[src/rtl/rs_encoder_7_3.sv]
// Systematic RS(7,3) encoder over GF(2^3) (x^3+x+1).
// Serial LFSR: one message symbol per clock, m2 first; codeword = {m2,m1,m0,p3,p2,p1,p0}.
module rs_encoder_7_3 (
  input  logic        clk,
  input  logic        reset,
  input  logic        enable,
  input  logic [8:0]  message,
  output logic        busy,
  output logic        valid,
  output logic [20:0] codeword
);

  localparam int SYM_W = 3;
  localparam int N     = 7;
  localparam int K     = 3;
  localparam int MSG_W = K * SYM_W;
  localparam int CW_W  = N * SYM_W;
  localparam logic [3:0] PRIM_POLY = 4'b1011;

  // Generator coefficients, index = power of x: g0, g1, g2, g3.
  localparam logic [SYM_W-1:0] G [4] = '{3'b011, 3'b010, 3'b001, 3'b011};

  typedef enum logic {S_IDLE, S_SHIFT} state_t;

  // GF(2^3) multiply: carry-less product, then fold bits 4 and 3 back with the field polynomial.
  function automatic logic [SYM_W-1:0] gf_mul(input logic [SYM_W-1:0] a, input logic [SYM_W-1:0] b);
    logic [4:0] prod;
    prod = '0;
    for (int i = 0; i < SYM_W; i++) begin
      if (b[i]) prod = prod ^ ({2'b00, a} << i);
    end
    if (prod[4]) prod = prod ^ {PRIM_POLY, 1'b0};
    if (prod[3]) prod = prod ^ {1'b0, PRIM_POLY};
    return prod[SYM_W-1:0];
  endfunction

  state_t           r_state, w_state_next;
  logic [MSG_W-1:0] r_msg, w_msg_next;
  logic [1:0]       r_cnt, w_cnt_next;
  logic [SYM_W-1:0] r_p [4];
  logic [SYM_W-1:0] w_p_next [4];
  logic [SYM_W-1:0] w_shift [4];
  logic [SYM_W-1:0] w_gmul [4];
  logic             r_valid, w_valid_next;
  logic [CW_W-1:0]  r_codeword, w_codeword_next;
  logic [SYM_W-1:0] w_sym;
  logic [SYM_W-1:0] w_fb;

  // Select the message symbol for this shift: m2, m1, then m0.
  always_comb begin
    case (r_cnt)
      2'd0:    w_sym = r_msg[8:6];
      2'd1:    w_sym = r_msg[5:3];
      default: w_sym = r_msg[2:0];
    endcase
  end

  assign w_fb = w_sym ^ r_p[3];

  // Feedback times each generator coefficient, and the shifted parity register contents.
  genvar gi;
  generate
    for (gi = 0; gi < 4; gi++) begin : g_tap
      assign w_gmul[gi] = gf_mul(G[gi], w_fb);
      if (gi == 0) begin : g_low
        assign w_shift[gi] = w_gmul[gi];
      end else begin : g_up
        assign w_shift[gi] = r_p[gi-1] ^ w_gmul[gi];
      end
    end
  endgenerate

  // Next-state and datapath decode; everything holds unless the state says otherwise.
  always_comb begin
    w_state_next    = r_state;
    w_msg_next      = r_msg;
    w_cnt_next      = r_cnt;
    w_p_next        = r_p;
    w_valid_next    = 1'b0;
    w_codeword_next = r_codeword;
    case (r_state)
      S_IDLE: begin
        if (enable) begin
          w_msg_next   = message;
          w_p_next     = '{default: '0};
          w_cnt_next   = 2'd0;
          w_state_next = S_SHIFT;
        end
      end
      default: begin
        w_p_next   = w_shift;
        w_cnt_next = r_cnt + 2'd1;
        if (r_cnt == 2'd2) begin
          // Codeword is loaded only from the final parity so it never shows partial results.
          w_codeword_next = {r_msg, w_shift[3], w_shift[2], w_shift[1], w_shift[0]};
          w_valid_next    = 1'b1;
          w_state_next    = S_IDLE;
        end
      end
    endcase
  end

  // State and datapath registers with synchronous reset; reset aborts any encode in flight.
  always_ff @(posedge clk) begin
    if (reset) begin
      r_state    <= S_IDLE;
      r_msg      <= '0;
      r_cnt      <= 2'd0;
      r_p        <= '{default: '0};
      r_valid    <= 1'b0;
      r_codeword <= '0;
    end else begin
      r_state    <= w_state_next;
      r_msg      <= w_msg_next;
      r_cnt      <= w_cnt_next;
      r_p        <= w_p_next;
      r_valid    <= w_valid_next;
      r_codeword <= w_codeword_next;
    end
  end

  assign busy     = (r_state == S_SHIFT);
  assign valid    = r_valid;
  assign codeword = r_codeword;

endmodule

[config.mk]
export PLATFORM = sky130hd
export DESIGN_NAME = rs_encoder_7_3
export DESIGN_NICKNAME = d
export VERILOG_FILES = /design/src/rtl/rs_encoder_7_3.sv
export SDC_FILE = /design/constraint.sdc
export NUM_CORES = 1
export LEC_CHECK = 0
export CAP_MARGIN = 20
export CORE_MARGIN = 5
export CORE_UTILIZATION = 40
export DETAILED_ROUTE_END_ITERATION = 8
export HOLD_SLACK_MARGIN = 0.03
export PLACE_DENSITY = 0.61
export SLEW_MARGIN = 20
export SYNTH_ARGS = -nofsm -noshare
export SYNTH_HDL_FRONTEND = slang
export SYNTH_SLANG_ARGS = --single-unit
[constraint.sdc]
create_clock -name clk -period 2.9 [get_ports clk]
set_clock_uncertainty 0.1 [all_clocks]
set_input_delay 0.435 -clock clk [delete_from_list [all_inputs] [get_ports clk]]
set_output_delay 0.435 -clock clk [all_outputs]
set_load 0.05 [all_outputs]
### Yosys cells after proc, flatten, opt, wreduce, memory -nomap -nowiden

Cells that the tools add are included.

| operators by class | value |
|---|---|
| bitwise operators | 17 |
| add/sub/neg operators | 1 |
| muxes and demuxes | 24 |
| reductions and logical operators | 5 |
| equality and inequality tests | 2 |

Operator list:

| cell | number |
|---|---|
| 12-bit two-way mux | 2 |
| 3-bit two-way mux | 6 |
| 2-bit two-way mux | 8 |
| 2-bit inverter | 8 |
| 3-bit XOR | 4 |
| 4-bit two-way mux | 2 |
| 3-bit one-hot mux with 2 select lines | 1 |
| 1-bit two-way mux | 5 |
| 1-bit inverter (first input constant) | 4 |
| 2-bit AND reduction | 2 |
| 2-bit by 1-bit adder with 2-bit output (second input constant) | 1 |
| 2-bit by 1-bit == test with 1-bit output (second input constant) | 1 |
| 2-bit == test (second input constant) | 1 |
| 2-bit logical NOT | 1 |
| 2-bit nonzero test | 1 |
| 2-bit OR reduction | 1 |
| 1-bit inverter | 1 |

| word-level totals | value |
|---|---|
| bits of input ports | 12 |
| output and inout port bits | 23 |
| register bits | 46 |
| word-level logic and storage cells | 58 |

### Depth between registers and ports, before layout

| logic depth | value |
|---|---|
| depth in word-level cells | 14 |
| mapped depth | 8 |
| depth with buffers taken out | 7 |

### Least setup slack after synthesis

OpenSTA, ideal clock, no wires.

| path | value |
|---|---|
| path type | register -> register |
| start | reg r_cnt[0] |
| end | reg r_p[1] in the netlist's numbering |
| clock period less this slack | 2.268 ns |
| data required time | 2.683 ns |
| arrival | 2.050 ns |
| buffers on the path | 1 |
| slack | 0.632 ns |
| stages on the path, launching flop included | 9 |
| library setup time | 0.117 ns |
| path through | dfxtp_1 inv_1 ha_1 a22o_1 or3_4 and2_4 buf_6 xnor3_1 a32o_1 |

| on the way | value |
|---|---|
| word-level cells in the longest chain between the ends | 13 |
| elaborated cells on any way between the ends | 14 |
| those cells by class | eq/ne (1); mux (7); bitwise (5); reduce/logical (1) |

RTL lines:

| what | RTL line | text |
|---|---|---|
| start: declaration | 39 | `logic [1:0] r_cnt, w_cnt_next;` |
| start signal: assignment | 115 | `r_cnt <= w_cnt_next;` |
| 2-bit by 1-bit == test with 1-bit output / 2-bit logical NOT (equally long branches) | 51 | `case (r_cnt)` |
| 3-bit one-hot mux with 2 select lines (*) | 51 |  |
| 3-bit XOR (*) | 58 | `assign w_fb = w_sym ^ r_p[3];` |
| 2-bit two-way mux | 30 | `if (b[i]) prod = prod ^ ({2'b00, a} << i);` |
| 2-bit inverter (no line) | - |  |
| 3-bit two-way mux | 30 |  |
| 4-bit two-way mux (*) | 30 |  |
| 2-bit inverter (no line) | - |  |
| 3-bit two-way mux | 32 | `if (prod[4]) prod = prod ^ {PRIM_POLY, 1'b0};` |
| 2-bit inverter (no line) | - |  |
| 2-bit two-way mux (*) | 33 | `if (prod[3]) prod = prod ^ {1'b0, PRIM_POLY};` |
| 3-bit XOR (*) | 68 | `assign w_shift[gi] = r_p[gi-1] ^ w_gmul[gi];` |
| 12-bit two-way mux (*) | 81 | `case (r_state)` |
| end signal: assignment | 116 | `r_p <= w_p_next;` |
| end: declaration | 40 | `logic [SYM_W-1:0] r_p [4];` |

Mark *: on every way between the ends. The rest lies on a longest branch, timed or not.
A chain may end at the register's enable or synchronous reset.

### Worst setup path in the final report

Ends and elaborated chain as after synthesis.

==> flow_metrics.env <==
export IMPL_tightest_slew_ns=0.628
export IMPL_synth_seq_cells=46
export IMPL_tns_ns=0
export IMPL_crit_path_max_incr_delay_ns=0.44
export IMPL_postCtsHoldBufs=0
export IMPL_crit_fanout=8
export IMPL_cts_tree="yes"
export IMPL_place_congestion=0.839
export IMPL_die_h_um=80.9
export IMPL_finish_instance_area_um2=2550
export IMPL_end_kind="flop"
export IMPL_synth_commonest_cells="46 x dfxtp_1, 29 x nand2_1, 19 x a21oi_1"
export IMPL_port_buffers=34
export IMPL_grt_pass1_wl_um=7360
export IMPL_synth_most_common_cell="dfxtp_1"
export IMPL_rsz0062_at_grt="false"
export IMPL_drive_above_1_share_pct=8.71
export IMPL_cts_sinks=46
export IMPL_cts_root_buf="clkbuf_8"
export IMPL_slew_viol_final=0
export IMPL_vdd_drop_max_mv=0.337
export IMPL_powerDensity_nw_per_um2=573
export IMPL_avgSynthCellArea_um2=9.87
export IMPL_dp_cells=300
export IMPL_hold_violations=0
export IMPL_drc=0
export IMPL_synthArstFlopShare_pct=0
export IMPL_post_drt_wl_per_cell_um=14.5
export IMPL_grt_usage_pct=14.9
export IMPL_multi_input_area_um2=1010
export IMPL_grt_max_degree=25
export IMPL_dp_slack_ns=0.569
export IMPL_syn_nets=219
export IMPL_synthCells=204
export IMPL_slew_headroom_pct=58.0
export IMPL_yosysTopAreaCellShare_pct=45.7
export IMPL_via_count=1526
export IMPL_cts_buffers=5
export IMPL_yosys_area_top_type="dfxtp_1"
export IMPL_die_area_um2=6550
export IMPL_synth_edff_count=0
export IMPL_n_antenna_cell=0
export IMPL_io_pins=35
export IMPL_start_util_pct=41.8
export IMPL_clock_latency_ns=0.29
export IMPL_cp_data_arrival_time_ns=2.45
export IMPL_core_area_um2=4820
export IMPL_post_synth_num_cell_types=32
export IMPL_start_kind="flop"
export IMPL_firstDrtPassIters=4
export IMPL_vias_per_cell=4.95
export IMPL_regArea_um2=921
export IMPL_fp_dieW_um=80.9
export IMPL_critical_path_class="flop to flop"
export IMPL_ys_warn_count=0
export IMPL_post_route_period_util_pct=81.2
export IMPL_nNetsFinal=255
export IMPL_hold_class="flop to flop"
export IMPL_ys_flop_type="dfxtp_1"
export IMPL_finalPower_mw=1.46
export IMPL_dpl_cell_area_um2=2440
export IMPL_cap_violations=0
export IMPL_drt_initial_drc_count=96
export IMPL_crit_chain="inv_1 > ha_1 > a22o_1 > nor3_1 > nor2_4 > xnor3_1 > a32o_1"
export IMPL_period_needed_ns=2.36
export IMPL_critical_path_slowest_cell="nor3_1"
export IMPL_htreeDepth=2
export IMPL_setup_viol=0
export IMPL_antenna_left=0
export IMPL_timing_fmax_ghz=0.424
export IMPL_postCtsResizedCells=0
export IMPL_fin_ws_ns=0.544
export IMPL_area_growth_pct=26.5
export IMPL_r2r_slack_ns=0.54
export IMPL_rows=25
export IMPL_status="finished, final reports clean"
export IMPL_yosys_top_cells_area="dfxtp_1 46%, xnor3_1 12%, a22o_1 7.4%, nand2_1 5.4%, a21oi_1 4.7%"
export IMPL_stdcell_count=308
export IMPL_wl_um=4460
export IMPL_syn_area_um2=2010
export IMPL_antenna_found_initial=0
export IMPL_dp_hpwl_um=3210
export IMPL_cts_max_path_buffers=2
export IMPL_cp_data_required_time_ns=2.99
export IMPL_p_leak_nw=0.993
export IMPL_grt_ovfl_total=0
export IMPL_cts_setup_buffers=0
export IMPL_ys_seq_area_share_pct=45.7
export IMPL_holdWs_ns=0.347
export IMPL_fin_util_pct=52.9
export IMPL_first_global_vias=1443
export IMPL_fill_cells=463
export IMPL_cts_clk_slew_worst_paths_ns=0.09
-- power breakdown --
group	internal, mW	leakage (nW)	switching [mW]	total [mW]
Combinational	0.162	0.568	0.142	0.304
Sequential	0.659	0.373	0.0245	0.684
Clock	0.257	0.0514	0.215	0.472
-- cells by family after synthesis --
family,count (synthesis),synth area share (%)
XOR/XNOR,11,12.3
flip-flops,46,45.7
AO/OA/AOI/OAI,58,19.0
multiplexers,1,0.497
AND/OR/NAND/NOR,66,16.7
adder cells (fa/ha/maj),3,1.86
buffers and inverters,19,3.92
-- final timing paths --
kind	from	end	cells after the start
worst max-delay path	r_cnt[0]$_SDFFE_PP0P_	r_p[1]$_SDFFE_PP0P_	7
worst min-delay path	codeword[11]$_SDFFE_PP0P_	codeword[11]$_SDFFE_PP0P_	2
worst max register to register	r_cnt[0]$_SDFFE_PP0P_	r_p[1]$_SDFFE_PP0P_	7
worst min register to register	codeword[11]$_SDFFE_PP0P_	codeword[11]$_SDFFE_PP0P_	2
-- critical path, delay by kind of cell, from the launching register on --
family,cells,cell delay (ns)
AO/OA/AOI/OAI,2,0.45
XOR/XNOR,1,0.40
flip-flops,1,0.39
AND/OR/NAND/NOR,2,0.55
buffers and inverters,1,0.08
adder cells (fa/ha/maj),1,0.29
-- metal layers --
metal | share of wire [%] | vias to the layer above | wire (µm) | GRT usage [%]
met5 | 0 | - | 0 | 0
met4 | 1.3 | 0 | 57 | 5.07
met3 | 3.5 | 5 | 155 | 2.99
met2 | 44 | 29 | 1950 | 22.4
met1 | 52 | 707 | 2310 | 21.2
li1 | - | 785 | - | -
-- flip-flops by register name, summed over array words and instances (netlist names) --
name and count:
busy 1, codeword 21, r_cnt 2, r_msg 9, r_p 12, valid 1
-- area by class of cell --
type	instances	area share, %
Clock buffer	6	2.85
Multi-Input combinational cell	139	39.8
Clock inverter	2	1.47
Tap cell	67	3.29
Timing Repair Buffer	41	15.4
Inverter	7	1.03
Sequential cell	46	36.1
-- cells in the final DEF (no fill, tap or decap), types with 2 or more instances in the layout --
cell type / instances
a22o_1: 17
clkdlybuf4s50_1: 34
o21ai_0: 3
a22oi_1: 2
inv_1: 7
nor3b_1: 7
dfxtp_1: 46
a211oi_1: 2
nor2b_1: 2
nand3_1: 2
xnor3_1: 11
clkbuf_8: 5
ha_1: 3
or3b_2: 2
or3b_1: 2
nor3_1: 3
nand2_1: 29
o211a_1: 2
a21oi_1: 19
o21ai_1: 11
nor2_1: 12
buf_4: 7
Note: power is estimated with default switching activity, not from simulation.
==> RTL change: new RTL, same settings <==
Take the reset off `r_codeword` and load it in a clocked block of its own.
--- a/src/rtl/rs_encoder_7_3.sv
+++ b/src/rtl/rs_encoder_7_3.sv
@@ -108,15 +108,17 @@
       r_cnt      <= 2'd0;
       r_p        <= '{default: '0};
       r_valid    <= 1'b0;
-      r_codeword <= '0;
     end else begin
       r_state    <= w_state_next;
       r_msg      <= w_msg_next;
       r_cnt      <= w_cnt_next;
       r_p        <= w_p_next;
       r_valid    <= w_valid_next;
-      r_codeword <= w_codeword_next;
     end
+  end
+
+  always_ff @(posedge clk) begin
+    r_codeword <= w_codeword_next;
   end
 
   assign busy     = (r_state == S_SHIFT);
Check against the original RTL: differs if reset is asserted again (counterexample within 10 cycles, from zero or initial values and one cycle with reset high); with reset held inactive, the same outputs for 10 cycles.
==> RTL change against the original RTL <==
- via count fell by 6.2%
- global-route usage fell by 0.99 points
- final area barely moved
- critical path depth did not move
- die area rose by 1.4%
- total power fell by 6.4%
- worst setup slack got worse by 0.020 ns
- sequential cell count did not move
- routed wire length fell by 7.5%
- area after synthesis rose by 1.6%
- critical path type unchanged
- largest cell class is now flip-flops and latches
- largest power group unchanged
==> RTL change: results (changes against the original RTL) <==
[place]
dpl_worst_slack_ns=0.507  ; was 0.569 ns
gp_congestion=0.841  ; was 0.839
hpwl_um=3040  ; was 3210 um

[finish]
fin_nets=232  ; was 255
drive_gt1_share_pct=8.26  ; was 8.71%

[global_routing]
grt_pass1_vias=1449  ; was 1,443
grt_start_max_net_pins=35  ; was 25
grt.total_usage_pct=13.9  ; was 14.9%

[yosys]
yosys-top-cells-area=edfxtp_1, dfxtp_1, xnor3_1, a21oi_1, nand2_1  ; was dfxtp_1, xnor3_1, a22o_1, nand2_1, a21oi_1
yosysUniqueCellTypes=37  ; was 32
ys_async_sr_fraction_pct=0  ; unchanged
synth_edf_count=21  ; was 0
ys_seq_area_share_pct=55.3  ; was 45.7%
synth_nets=196  ; was 219
synth_common_cells=dfxtp_1, nand2_1, edfxtp_1, a21oi_1, nor2_1  ; was dfxtp_1, nand2_1, a21oi_1, a22o_1, nor2_1

[worst_setup_path]
crit_path_max_incr_delay_ns=0.41  ; was 0.44 ns
critPathTopFamily=simple AND/OR/NAND/NOR gates  ; unchanged
path_max_fanout=6  ; was 8
crit_slowest_cell=nor3b_1  ; was nor3_1
r2r_end=codeword[11]  ; was r_p[1]
worst-endpoint-arrival_ns=2.32  ; was 2.45 ns

[power]
intPower_uw=1010  ; was 1080 uW
ir_worst_vdd_v=0.000243  ; was 0.000337 V
leakagePower_uw=0.000912  ; was 0.000993 uW

[outcome]
status=finished clean  ; unchanged

[hold_path]
hold_path_end=codeword[19]  ; was codeword[11]
worst_hold_startpoint=r_msg[7]  ; was codeword[11]
worstHoldPathCells=0  ; was 2

[timing]
fin_ws_ns=0.524  ; was 0.544 ns
tightest_slew_ns=0.613  ; was 0.628 ns
holdWs_ns=0.353  ; was 0.347 ns

[drt]
dr.first_iter.drc_count=82  ; was 96
wl_um=4130  ; was 4460 um

[clock_tree]
clk_latency_ns=0.30

-- RTL change: final cells by class --
cell class / instances / area (um2)
repair buffers: 38 / 370
well taps: 70 / 87.6
inverters: 6 / 22.5
flip-flops and latches: 46 / 1130
clock buffers: 8 / 80.1
multi-input cells: 120 / 857
fillers: 456 / 2490
-- RTL change: worst reg2reg max path: stages, from the launching register on --
cell	delay [ns]
dfxtp_1	0.37
inv_1	0.08
ha_1	0.26
nor3b_1	0.41
o21a_1	0.31
a211oi_2	0.10
nor2_1	0.39
xnor2_1	0.11
-- RTL change: logic make-up (layout without fill, tap and decap cells) --
kind of cell / after synthesis / count (layout) / share of synthesized area, %
xor gates and xnor gates: 11 / 11 / 8.75
buffers and inverters: 15 / 52 / 2.75
muxes: 1 / 1 / 0.490
AOI/OAI and AO/OA: 34 / 34 / 11.7
adders and majority gates: 3 / 3 / 1.84
DFF: 46 / 46 / 55.3
and+or+nand+nor: 71 / 71 / 19.2
-- RTL change: metrics by stage --
stage | area [um2] | instances
final | 2550 | 288
after global routing | 2550 | 288
after CTS | 2550 | 288
after detailed placement | 2470 | 280
after global placement | 2470 | 280
after floorplan | 2040 | 181
-- RTL change: metal layers --
layer	global-route usage [%]	up-vias	routed length, um
met5	0	-	0
met4	4.90	0	58
met3	4.28	5	185
met2	22.9	30	2000
met1	17.2	678	1880
li1	-	719	-
-- RTL change: worst max-delay path by stage --
stage | to | cells after the start | start
6_report | codeword[11] | 7 | r_cnt[0]
5_1_grt | codeword[1] | 7 | r_cnt[0]
4_1_cts | codeword[11] | 7 | r_cnt[0]
3_5_place_dp | codeword[11] | 7 | r_cnt[0]
3_3_place_gp | codeword[10] | 7 | r_cnt[0]
2_1_floorplan | codeword[10] | 7 | r_cnt[0]
-- RTL change: power by group through the flow --
stage,Clock (uW),Combinational (uW),Sequential (uW)
5_1_grt,417,278,747
2_1_floorplan,0,180,765
3_5_place_dp,0,251,759
4_1_cts,382,252,744
3_3_place_gp,0,243,758
6_report,372,250,744
